## src/rtl/fifo_uart_tx.sv

```systemverilog
`default_nettype none
// ============================================================================
// Module  : fifo_uart_tx
// Brief   : Drains a byte FIFO onto an 8N1, LSB-first UART TX line.
// Revision: 1.0 - initial release
// ============================================================================
module fifo_uart_tx #(
  parameter int DATA_WIDTH   = 8,
  parameter int CLKS_PER_BIT = 868,
  parameter int CNT_WIDTH    = 10
) (
  input  logic                  clock,
  input  logic                  reset,
  input  logic [DATA_WIDTH-1:0] fifo_data,
  input  logic                  fifo_empty,
  input  logic                  fifo_busy,
  output logic                  fifo_pop,
  output logic                  tx,
  output logic                  tx_active,
  output logic                  tx_done
);

  localparam int                   c_IDX_W    = $clog2(DATA_WIDTH);
  localparam logic [CNT_WIDTH-1:0] c_CNT_LAST = CNT_WIDTH'(CLKS_PER_BIT - 1);
  localparam logic [c_IDX_W-1:0]   c_IDX_LAST = c_IDX_W'(DATA_WIDTH - 1);

  typedef enum logic [2:0] {
    S_IDLE   = 3'd0,
    S_SETTLE = 3'd1,
    S_POP    = 3'd2,
    S_START  = 3'd3,
    S_DATA   = 3'd4,
    S_STOP   = 3'd5
  } state_t;

  state_t                r_state, w_state_nxt;
  logic [CNT_WIDTH-1:0]  r_cnt,   w_cnt_nxt;
  logic [c_IDX_W-1:0]    r_idx,   w_idx_nxt;
  logic [DATA_WIDTH-1:0] r_shift, w_shift_nxt;
  logic                  w_bit_end;

  assign w_bit_end = (r_cnt == c_CNT_LAST);

  always_ff @(posedge clock) begin
    if (reset) begin
      r_state <= S_IDLE;
      r_cnt   <= '0;
      r_idx   <= '0;
      r_shift <= '0;
    end else begin
      r_state <= w_state_nxt;
      r_cnt   <= w_cnt_nxt;
      r_idx   <= w_idx_nxt;
      r_shift <= w_shift_nxt;
    end
  end

  always_comb begin
    w_state_nxt = r_state;
    w_cnt_nxt   = '0;
    w_idx_nxt   = r_idx;
    w_shift_nxt = r_shift;
    fifo_pop    = 1'b0;
    tx          = 1'b1;
    tx_active   = 1'b0;
    tx_done     = 1'b0;

    unique case (r_state)
      S_IDLE: begin
        if (!fifo_empty && !fifo_busy) w_state_nxt = S_SETTLE;
      end
      S_SETTLE: begin
        // Re-check the flags: the producer may have started a push meanwhile.
        w_state_nxt = (fifo_empty || fifo_busy) ? S_IDLE : S_POP;
      end
      S_POP: begin
        fifo_pop    = 1'b1;
        w_shift_nxt = fifo_data;
        w_state_nxt = S_START;
      end
      S_START: begin
        tx        = 1'b0;
        tx_active = 1'b1;
        w_cnt_nxt = w_bit_end ? '0 : r_cnt + 1'b1;
        if (w_bit_end) begin
          w_idx_nxt   = '0;
          w_state_nxt = S_DATA;
        end
      end
      S_DATA: begin
        tx        = r_shift[r_idx];
        tx_active = 1'b1;
        w_cnt_nxt = w_bit_end ? '0 : r_cnt + 1'b1;
        if (w_bit_end) begin
          if (r_idx == c_IDX_LAST) w_state_nxt = S_STOP;
          else                     w_idx_nxt   = r_idx + 1'b1;
        end
      end
      S_STOP: begin
        tx_active = 1'b1;
        tx_done   = w_bit_end;
        w_cnt_nxt = w_bit_end ? '0 : r_cnt + 1'b1;
        if (w_bit_end) w_state_nxt = S_IDLE;
      end
      default: w_state_nxt = S_IDLE;
    endcase
  end

endmodule
`default_nettype wire

```

## config.mk

```make
export PLATFORM = sky130hd
export DESIGN_NAME = fifo_uart_tx
export DESIGN_NICKNAME = d
export VERILOG_FILES = /design/src/rtl/fifo_uart_tx.sv
export SDC_FILE = /design/constraint.sdc
export NUM_CORES = 1
export LEC_CHECK = 0
export CORE_AREA = 10 10 70 72
export DETAILED_ROUTE_END_ITERATION = 10
export DIE_AREA = 0 0 80 82
export SETUP_SLACK_MARGIN = 0.3
export SYNTH_ARGS = -nofsm -noshare
export SYNTH_HDL_FRONTEND = slang
export SYNTH_SLANG_ARGS = --single-unit
```

## constraint.sdc

```tcl
create_clock -name clock -period 1.91 [get_ports clock]
set_input_delay 0.382 -clock clock [delete_from_list [all_inputs] [get_ports clock]]
set_output_delay 0.382 -clock clock [all_outputs]
set_load 0.02 [all_outputs]
```

==> flow_summary.json <==
{
  "finalHoldViolations": 0,
  "die_w_um": 80,
  "power_mw": 0.9280,
  "finish.utilization_pct": 44.65,
  "first_pass_iters": 4,
  "synthDominantCellAreaShare_pct": 39.67,
  "synth_cell_type_count": 36,
  "yosysTopAreaCell": "dfxtp_1",
  "worst_hold_slack_ps": 518.2,
  "final_nets": 175,
  "violations": "negative setup slack",
  "period_share_pct": 102.4,
  "grt.overflow.total": 0,
  "holdPathStages": 2,
  "ys_seq_elements": 24,
  "async_flop_share_pct": 0,
  "worstMarginPinSlew_ps": 244.2,
  "yosysSeqAreaShare_pct": 39.67,
  "core-area_um2": 3578,
  "whs_endpoint": "r_shift[0]$_SDFFE_PP0N_",
  "relSlewSlack_pct": 83.49,
  "drt_iter0_drc": 46,
  "cp.arrival_ps": 1570,
  "worst-r2r-cell-count": 7,
  "finalSetupViolations": 1,
  "rsz0062_at_grt": "yes",
  "timing.rr.start": "r_idx[0]$_SDFFE_PP0P_",
  "crit_fanout": 3,
  "hold_start": "r_shift[0]$_SDFFE_PP0N_",
  "grt_max_degree": 15,
  "gr-usage-all-layers_pct": 8.035,
  "crit_path_end_kind": "primary output",
  "ys_warn_count": 0,
  "yosysMostFrequentCell": "nor2_1",
  "p_leak_nw": 0.5865,
  "drive_gt1_share_pct": 30.82,
  "synth_cells": 124,
  "hold_buffers": 0,
  "cts_buffers": 3,
  "status": "finished with violations",
  "globalplace.congestion": 0.8462,
  "num_vias": 968,
  "htree_levels": 1,
  "portBuffers": 15,
  "r2r-end": "r_idx[0]$_SDFFE_PP0P_",
  "ios": 16,
  "detail_route.wl_per_cell_um": 12.22,
  "synth_nets": 139,
  "drt_wl_total_um": 2529,
  "skew_ps": 7.210,
  "slew_viol_final": 0,
  "die_area_um2": 6560,
  "crit_required_ps": 1530,
  "die_h_um": 82,
  "stdcell_count": 207,
  "fmax_mhz": 511.4,
  "antenna_found_initial": 0,
  "rows": 22,
  "synth_area_um2": 1211,
  "diodes": 0,
  "clock_path_buffers": 2,
  "worst_slack_ps": -45.47,
  "grt_pass1_vias": 990,
  "crit_type": "reg2out",
  "powerDensity_nw_per_um2": 580.8,
  "dp_slack_ps": -148.3,
  "drc": 0,
  "peakVddDrop_mv": 0.3686,
  "hpwl_um": 2022,
  "clk_pin_slew_ps": 130,
  "cts_root_buffer": "clkbuf_4",
  "clk-insertion-delay-late_ps": 310,
  "fill_cells": 344,
  "critPathLaunchType": "register",
  "start_util_pct": 33.85,
  "grt_pass1_wl_um": 4333,
  "synthTopCellsByArea": "dfxtp_1, nor2_1, mux2i_1, mux4_2, ha_1",
  "drv_cap": 0,
  "reg2reg_slack_ps": 50,
  "avgSynthCellArea_um2": 9.767,
  "vias_per_cell": 4.676,
  "syn2layout_area_growth_pct": 31.92,
  "ant_nets": 0,
  "clkSinkCount": 24,
  "hold_class": "reg2reg",
  "synth_flop_cell": "dfxtp_1",
  "dpl.cell_count": 203,
  "yosys-top-cells-count": "nor2_1, dfxtp_1, mux2i_1",
  "synth_edf_count": 0,
  "cts_tree": "done",
  "fin_crit_ps": 1955
}
## metrics by stage
step	area, um^2	setup TNS (ps)
6_report	1598	-45.47
5_1_grt	1598	-140.7
4_1_cts	1575	-85.51
3_5_place_dp	1525	-168.2
3_3_place_gp	1525	-134.9
2_1_floorplan	1214	0
## where the power goes
group          total, mW  internal (mW)  switching, mW  leakage [nW]
clock network      0.360          0.212          0.148        0.0279
registers          0.510          0.504        0.00641         0.197
logic             0.0584         0.0360         0.0224         0.361
## kinds of logic after synthesis
| kind of cell | Yosys count | synth area share, % |
|---|---|---|
| DFF | 24 | 39.67 |
| AOI/OAI and AO/OA | 10 | 5.475 |
| and+or+nand+nor | 62 | 29.24 |
| buffers and inverters | 5 | 4.649 |
| muxes | 12 | 12.09 |
| adders and majority gates | 3 | 3.100 |
| xor gates and xnor gates | 8 | 5.785 |
## final cells by class
cell class                      instances  area (um^2)  share of cell area, %
Clock buffer                            3        22.52                  1.410
Clock inverter                          1        30.03                  1.879
Multi-Input combinational cell         95        690.7                  43.23
Sequential cell                        24        493.0                  30.85
Tap cell                               48        60.06                  3.759
Timing Repair Buffer                   36        301.5                  18.87
## critical path: stages (launching register included)
cell	delay, ps
dfxtp_4	390
mux4_2	490
mux2i_1	140
a21oi_1	90
buf_4	160
## flip-flops by register name (all words and copies together), names as in the netlist
register  flops
r_shift       8
r_state       3
r_cnt        10
r_idx         3
## how the worst max path moves through the flow
stage	to	cells past startpoint	startpoint	slack, ps
2_1_floorplan	r_idx[0]$_SDFFE_PP0P_	6	r_idx[0]$_SDFFE_PP0P_	170
5_1_grt	tx	4	r_idx[0]$_SDFFE_PP0P_	-120
4_1_cts	tx	4	r_idx[0]$_SDFFE_PP0P_	-90
6_report	tx	4	r_idx[0]$_SDFFE_PP0P_	-50
3_3_place_gp	tx	4	r_idx[0]$_SDFFE_PP0P_	-130
3_5_place_dp	tx	4	r_idx[0]$_SDFFE_PP0P_	-150
## cells in the final DEF (no fill, tap or decap), types with 6 or more instances in the layout
master           instances
dfxtp_1                 18
nand3_1                  6
mux2i_1                  9
clkdlybuf4s50_1         11
buf_4                   24
nor2_1                  25
## routing by layer
| metal | up-vias | wire length [um] | track usage, % |
|---|---|---|---|
| met1 | 446 | 1120 | 8.465 |
| met5 | - | 0 | 0 |
| met4 | 0 | 15 | 1.408 |
| met3 | 4 | 71 | 2.838 |
| li1 | 507 | - | - |
| met2 | 11 | 1321 | 15.17 |
## timing repair
item,4_1_cts,5_1_grt
setup buffers,0,0
gates resized for setup,27,8
pin swaps,3,1
endpoints found under the setup margin,7,16
No activity file was read; power rests on OpenSTA's default activity.
